[src/rtl/mix_col_iter.sv]
// ==== mix_col_iter: iterative (Inv)MixColumns with optional fused (Inv)ShiftRows ====
// Rev 1.0
`default_nettype none

module mix_col_iter #(
  parameter int COLS_PER_CYCLE = 1,
  parameter bit INV_EN         = 1'b1,
  parameter bit SHIFT_EN       = 1'b1
) (
  input  logic         clk,
  input  logic         rst_n,
  input  logic         in_valid,
  output logic         in_ready,
  input  logic [0:127] in_data,
  input  logic         mode_in,
  output logic         out_valid,
  input  logic         out_ready,
  output logic [0:127] out_data
);

  localparam logic [1:0] STEP     = 2'(COLS_PER_CYCLE);
  localparam logic [1:0] LAST_CNT = 2'(4 - COLS_PER_CYCLE);

  localparam logic [1:0] S_IDLE = 2'd0;
  localparam logic [1:0] S_BUSY = 2'd1;
  localparam logic [1:0] S_DONE = 2'd2;

  generate
    if (!(COLS_PER_CYCLE == 1 || COLS_PER_CYCLE == 2 || COLS_PER_CYCLE == 4)) begin : g_bad_cols
      $error("mix_col_iter: COLS_PER_CYCLE must be 1, 2 or 4");
    end
  endgenerate

  function automatic logic [7:0] xtime(input logic [7:0] x);
    return {x[6:0], 1'b0} ^ (x[7] ? 8'h1b : 8'h00);
  endfunction

  // Multiply by a 4-bit constant via shift-and-add over GF(2^8).
  function automatic logic [7:0] gmul(input logic [7:0] a, input logic [3:0] m);
    logic [7:0] p;
    logic [7:0] x;
    p = '0;
    x = a;
    for (int i = 0; i < 4; i++) begin
      if (m[i]) p = p ^ x;
      x = xtime(x);
    end
    return p;
  endfunction

  // Column word holds row 0 in the top byte; row r uses the base row rotated right by r.
  function automatic logic [31:0] mix_column(input logic [31:0] col, input logic inv);
    logic [7:0]  a [4];
    logic [3:0]  k [4];
    logic [7:0]  acc;
    logic [31:0] r;
    for (int i = 0; i < 4; i++) a[i] = col[31-8*i -: 8];
    if (inv) begin
      k[0] = 4'he; k[1] = 4'hb; k[2] = 4'hd; k[3] = 4'h9;
    end else begin
      k[0] = 4'h2; k[1] = 4'h3; k[2] = 4'h1; k[3] = 4'h1;
    end
    r = '0;
    for (int row = 0; row < 4; row++) begin
      acc = '0;
      for (int i = 0; i < 4; i++) acc = acc ^ gmul(a[(row + i) % 4], k[i]);
      r[31-8*row -: 8] = acc;
    end
    return r;
  endfunction

  // Byte k of a flat state sits at [127-8k -: 8]; byte (c,r) is k = 4c+r.
  function automatic logic [127:0] permute_rows(input logic [127:0] s, input logic inv);
    logic [127:0] o;
    int           sc;
    o = '0;
    for (int c = 0; c < 4; c++) begin
      for (int r = 0; r < 4; r++) begin
        sc = inv ? (c - r + 4) % 4 : (c + r) % 4;
        o[127-8*(4*c+r) -: 8] = s[127-8*(4*sc+r) -: 8];
      end
    end
    return o;
  endfunction

  logic [1:0]   state;
  logic [1:0]   state_nx;
  logic [1:0]   cnt;
  logic         mode_r;
  logic [31:0]  src [4];
  logic [31:0]  res [4];
  logic [127:0] in_flat;
  logic [127:0] in_loaded;
  logic [127:0] res_flat;
  logic [127:0] out_flat;
  logic         mode_eff;
  logic         accept;
  logic [1:0]   lane_idx [COLS_PER_CYCLE];
  logic [31:0]  lane_out [COLS_PER_CYCLE];

  assign in_flat   = in_data;
  assign mode_eff  = INV_EN && mode_in;
  assign accept    = in_valid && in_ready;
  // Forward ShiftRows is folded in at load time so the lanes only see whole columns.
  assign in_loaded = (SHIFT_EN && !mode_eff) ? permute_rows(in_flat, 1'b0) : in_flat;

  generate
    for (genvar j = 0; j < COLS_PER_CYCLE; j++) begin : g_lane
      assign lane_idx[j] = cnt + 2'(j);
      assign lane_out[j] = mix_column(src[lane_idx[j]], mode_r);
    end
  endgenerate

  always_ff @(posedge clk or negedge rst_n) begin
    if (!rst_n) begin
      state <= S_IDLE;
    end else begin
      state <= state_nx;
    end
  end

  always_comb begin
    state_nx = state;
    case (state)
      S_IDLE:  if (accept) state_nx = S_BUSY;
      S_BUSY:  if (cnt == LAST_CNT) state_nx = S_DONE;
      S_DONE:  if (out_ready) state_nx = S_IDLE;
      default: state_nx = S_IDLE;
    endcase
  end

  always_comb begin
    in_ready  = (state == S_IDLE);
    out_valid = (state == S_DONE);
  end

  always_ff @(posedge clk or negedge rst_n) begin
    if (!rst_n) begin
      cnt    <= '0;
      mode_r <= 1'b0;
      for (int c = 0; c < 4; c++) begin
        src[c] <= '0;
        res[c] <= '0;
      end
    end else if (state == S_IDLE) begin
      if (accept) begin
        cnt    <= '0;
        mode_r <= mode_eff;
        for (int c = 0; c < 4; c++) src[c] <= in_loaded[127-32*c -: 32];
      end
    end else if (state == S_BUSY) begin
      for (int j = 0; j < COLS_PER_CYCLE; j++) res[lane_idx[j]] <= lane_out[j];
      cnt <= cnt + STEP;
    end
  end

  always_comb begin
    res_flat = '0;
    for (int c = 0; c < 4; c++) res_flat[127-32*c -: 32] = res[c];
  end

  // InvShiftRows is pure wiring on the registered result.
  assign out_flat = (SHIFT_EN && mode_r) ? permute_rows(res_flat, 1'b1) : res_flat;
  assign out_data = out_flat;

endmodule

`default_nettype wire
[config.mk]
export PLATFORM = sky130hd
export DESIGN_NAME = mix_col_iter
export DESIGN_NICKNAME = d
export VERILOG_FILES = /design/src/rtl/mix_col_iter.sv
export SDC_FILE = /design/constraint.sdc
export NUM_CORES = 1
export LEC_CHECK = 0
export ABC_AREA = 1
export BUFFER_PORTS_ARGS = -buffer_cell sky130_fd_sc_hd__buf_2
export CORE_UTILIZATION = 53
export CTS_CLUSTER_DIAMETER = 60
export DETAILED_ROUTE_END_ITERATION = 7
export PLACE_DENSITY = 0.9
export SLEW_MARGIN = 25
export SYNTH_ARGS = -nofsm -noshare
export SYNTH_HDL_FRONTEND = slang
export SYNTH_SLANG_ARGS = --single-unit
[constraint.sdc]
create_clock -name clk -period 2.2 [get_ports clk]
set_clock_uncertainty 0.05 [all_clocks]
set_input_delay 0.11 -clock clk [delete_from_list [all_inputs] [get_ports clk]]
set_output_delay 0.11 -clock clk [all_outputs]
set_load 0.1 [all_outputs]
==> summary.txt, run 1 <==
Synth
  – Yosys cell types: 41
  – Top post-synthesis cells by area: dfrtp_1 36%, nand2_1 29%, nand3_1 7.4%
  – Register area share after synthesis: 0.361
  – Synth top area share: 0.361
  – Net Count, Synth: 2950
  – Cell area after synthesis: 18100 um^2
  – Largest area contributor in the netlist: dfrtp_1
  – Cells after Synth: 2813
  – Yosys reg bits: 261
  – Synth warn: 0
  – Syn avg cell area: 6.43 um^2

Die
  – Die Wd: 187 um
  – Num ports: 263
  – Initial Util: 0.539
  – Die H: 187 um
  – Rows: 67

CTS
  – Number of CTS-inserted buffers: 27
  – Clk Tree Root Cell: clkbuf_16
  – H-tree Lvls: 1
  – Clk sink count: 261
  – Largest buffer count on any clock path: 3

GRT
  – Gr ovfl total: 19
  – Largest net degree at the start of global routing: 98
  – GRT Resource Usage Total: 0.788

Status
  – Status: aborted with a tool error
  – Halt Stage: 5_1_grt
  – First Err: [ERROR GRT-0232] Routing congestion too high. Check the congestion heatmap in the GUI.

Placed design
  – Number of I/O port buffers: 262
  – Placer congestion estimate: 0.993
  – Hpwl dp: 54500 um
  – Inst Count DP: 3651

Timing
  – Worst EP post-GRT repair: res[71]$_DFFE_PN0P_/D
  – Worst_ep kind: register data pin
[cell families after synthesis]
logic type               share of synthesized area
XOR/XNOR                                    0.0414
AND/OR/NAND/NOR                              0.433
flip-flops                                   0.361
buffers and inverters                       0.0854
adder cells (fa/ha/maj)                    0.00277
AO/OA/AOI/OAI                               0.0759
[what timing repair did]
action,CTS
endpoints found under the hold margin,262
gates cloned,13
pin swaps,63
resized for setup,338
hold buffers,146
buffers inserted,34
setup endpoints to repair,215
[stage by stage]
step,area [um^2],setup slack (ps)
detailed placement,23800,-733
global placement,23800,-660
floorplan,18900,-485
CTS,28100,-450
[cells in the mapped netlist, drive strengths merged]
| cell | n |
|---|---|
| xor2 | 60 |
| o31ai | 1 |
| dfrtp | 261 |
| o21bai | 1 |
| a21o | 1 |
| nand3 | 283 |
| nand2b | 4 |
| a22o | 1 |
| a21oi | 7 |
| a31oi | 92 |
| ha | 4 |
| clkinv | 4 |
| nand3b | 5 |
| inv | 168 |
| or2 | 8 |
| o211ai | 4 |
| clkbuf | 80 |
| and2 | 1 |
| buf | 86 |
| xnor2 | 22 |
| nand4 | 12 |
| o21ai | 136 |
| nand2 | 1449 |
| nor2 | 122 |
| a22oi | 1 |
[per-layer routing]
layer | global-route usage | overflow
met5 | 0.330 | 0
met4 | 0.810 | 7
met3 | 0.640 | 6
met1 | 0.774 | 0
met2 | 0.956 | 6
==> run 2, diff against run 1 <==
CORE_UTILIZATION = 40   (was 53)
CTS_CLUSTER_DIAMETER = unset   (was 60)
PLACE_DENSITY = unset   (was 0.9)
PLACE_DENSITY_LB_ADDON = 0.15   (was unset)
clock period = 2.85 ns   (was 2.2 ns; I/O delays follow)
==> summary.txt, run 2 <==
Cells and area
  – Most common cell after layout, fill and taps aside: nand2_1
  – Ant diodes: 0
  – Most frequent cells in the layout: 1351 x nand2_1, 261 x nand3_1, 258 x dfrtp_1
  – Net count, final: 3361
  – Finished Layout Cells: 3837
  – FILL cells: 4391
  – Fin util: 0.534
  – Cell area after layout: 23700 um^2
  – Layout cell share with drive strength beyond 1: 0.202
  – Largest registers: res (128), src (128)
  – Layout area overhead: 31.3%

Die
  – Die Wd: 215 um (+15%)
  – Die area: 46000 um^2
  – Initial Util: 0.407 (-0.132)
  – Die H: 215 um (+15%)
  – Num ports: 263 (unchanged)
  – Core area: 44400 um^2
  – Rows: 77 (+15%)

CTS
  – CTS tree: built
  – Clk Tree Root Cell: clkbuf_16
  – Largest buffer count on any clock path: 3 (unchanged)
  – H-tree Lvls: 1 (unchanged)
  – Clock Pin Slew Worst Setup and Hold Paths: 60 ps
  – Worst-Skew Late Latency: 570 ps
  – Number of CTS-inserted buffers: 30 (+11%)
  – Clk sink count: 261 (unchanged)

Worst setup path
  – WP data required: 3240 ps
  – Worst setup path category: flip-flop to flip-flop
  – Worst Path Max Fanout: 20
  – CP endpoint kind: flip-flop
  – CP startpoint kind: flip-flop
  – Critical path data arrival time: 3180 ps

Synth
  – Yosys reg bits: 261 (unchanged)
  – Syn avg cell area: 6.43 um^2 (unchanged)
  – Largest area contributor in the netlist: dfrtp_1
  – Number of synthesized flops with an enable pin: 0 (unchanged)
  – Top post-synthesis cells by area: dfrtp_1 36%, nand2_1 29%, nand3_1 7.4%
  – Commonest cells post-synth: 1373 x nand2_1, 266 x nand3_1, 261 x dfrtp_1, 141 x inv_1, 120 x o21ai_0
  – Net Count, Synth: 2950 (unchanged)
  – Register area share after synthesis: 0.361 (unchanged)
  – Cells after Synth: 2813 (unchanged)
  – Synth top area share: 0.361 (unchanged)
  – Cell area after synthesis: 18100 um^2 (unchanged)
  – Ys async rst share: 1.00 (unchanged)
  – Synth warn: 0 (unchanged)
  – Yosys cell types: 41 (unchanged)
  – Most common cell in the netlist: nand2_1
  – Main synth FF type: dfrtp_1

GRT
  – First-pass GRT wire length: 105000 um
  – GRT Resource Usage Total: 0.288
  – Vias in the first global route: 18.7k
  – Gr ovfl total: 0
  – Antenna violations before repair: 0
  – Largest net degree at the start of global routing: 97

Routing
  – Via density: 5.08
  – Remaining DRCs: 0
  – Routed WL per cell: 17.3 um
  – Routed Antenna Nets: 0
  – First-pass DRT Iterations: 6
  – Initial DRC Count: 1333
  – Post-Route WL: 66200 um
  – Via count: 19.5k

Timing
  – Fin crit period: 2780 ps
  – Fmax achieved: 359 MHz
  – Final worst-path cycle share: 0.977
  – RSZ-0062 raised after global routing: true
  – Fin. max-slew vios: 0
  – Final worst slack: 65.1 ps
  – Rel. slew slack: 0.347
  – Final setup viols: 0
  – Measured slew at the worst slew-check pin: 980 ps
  – Hold violation total from the final report: 0

Placed design
  – Inst Count DP: 3610 (-1.1%)
  – Post-placement setup slack: -16.7 ps (+716 ps)
  – Hpwl dp: 49500 um (-9.2%)
  – Placer congestion estimate: 1.01 (+1.7%)
  – Dpl cell area: 20700 um^2 (-13%)
  – Number of I/O port buffers: 262 (unchanged)

Status
  – Status: finished, final reports clean

Flow run
  – Max Cap Viol: 0

Min path
  – Hold WC Path Type: input port to flip-flop
run 2: cell counts after synthesis:
No cell type changed its count.
run 2: cell families after synthesis:
logic type	count (synthesis)	share of synthesized area
xor+xnor	82	0.0414
compound gates	244	0.0759
buf+inv	338	0.0854
simple gates	1884	0.433
flops	261	0.361
fa+ha+maj	4	0.00277
run 2: routing by layer:
layer  track usage  vias to the layer above  wire (um)  share of wire
li1              -                     9681          -              -
met1         0.385                     9131      29500           0.45
met2         0.486                      576      31000           0.47
met3        0.0294                      117       3390          0.051
met4        0.0979                        0       2380          0.036
met5             0                        -          0              0
run 2: worst paths after layout:
| kind | to | startpoint | depth (start not counted) | slack (ps) |
|---|---|---|---|---|
| max in group asynchronous | cnt[1] | rst_n | 3 | 1880 |
| hold reg to reg | res[66] | res[66] | 2 | 420 |
| min in group asynchronous | res[33] | rst_n | 2 | 110 |
| hold / removal | src[57] | in_valid | 5 | 60 |
| setup reg to reg | res[23] | cnt[0] | 12 | 70 |
| setup / recovery | res[23] | cnt[0] | 12 | 70 |
run 2: metrics by stage:
step	hold slack, ps	setup TNS [ps]
final	60.1	0
after global routing	109	-1650
after CTS	50.9	0
after detailed placement	127	-56.9
after global placement	125	-2.56
after floorplan	-203	-3560
run 2: critical path, cell delays in order, from the launching register on:
cell and delay [ps]:
dfrtp_2 470, inv_8 150, buf_4 170, nand2_1 60, nand3_1 80, nand2_2 110, xnor2_1 410, nand2_1 190
xor2_1 370, xor2_1 250, nand2_1 150, nand3_1 120, o21ai_1 70
run 2: layout make-up:
| type | instances | area, um^2 | area share |
|---|---|---|---|
| multi-input combinational | 2214 | 10400 | 0.438 |
| sequential | 261 | 6540 | 0.275 |
| timing repair buffer | 545 | 4430 | 0.187 |
| clock buffer | 44 | 875 | 0.0369 |
| tap | 592 | 741 | 0.0312 |
| inverter | 172 | 671 | 0.0283 |
| clock inverter | 9 | 75.1 | 0.00316 |
run 2: timing repair:
action                     CTS  global route
hold buffers               171             0
setup endpoints to repair   32           154
buffers inserted             0             3
hold endpoints to repair   201             0
pin swaps                    0             7
resized for setup           24            80
Power of run 2 is not shown: default switching activity piles up to over one toggle a cycle in this logic, so the estimate is an artifact.
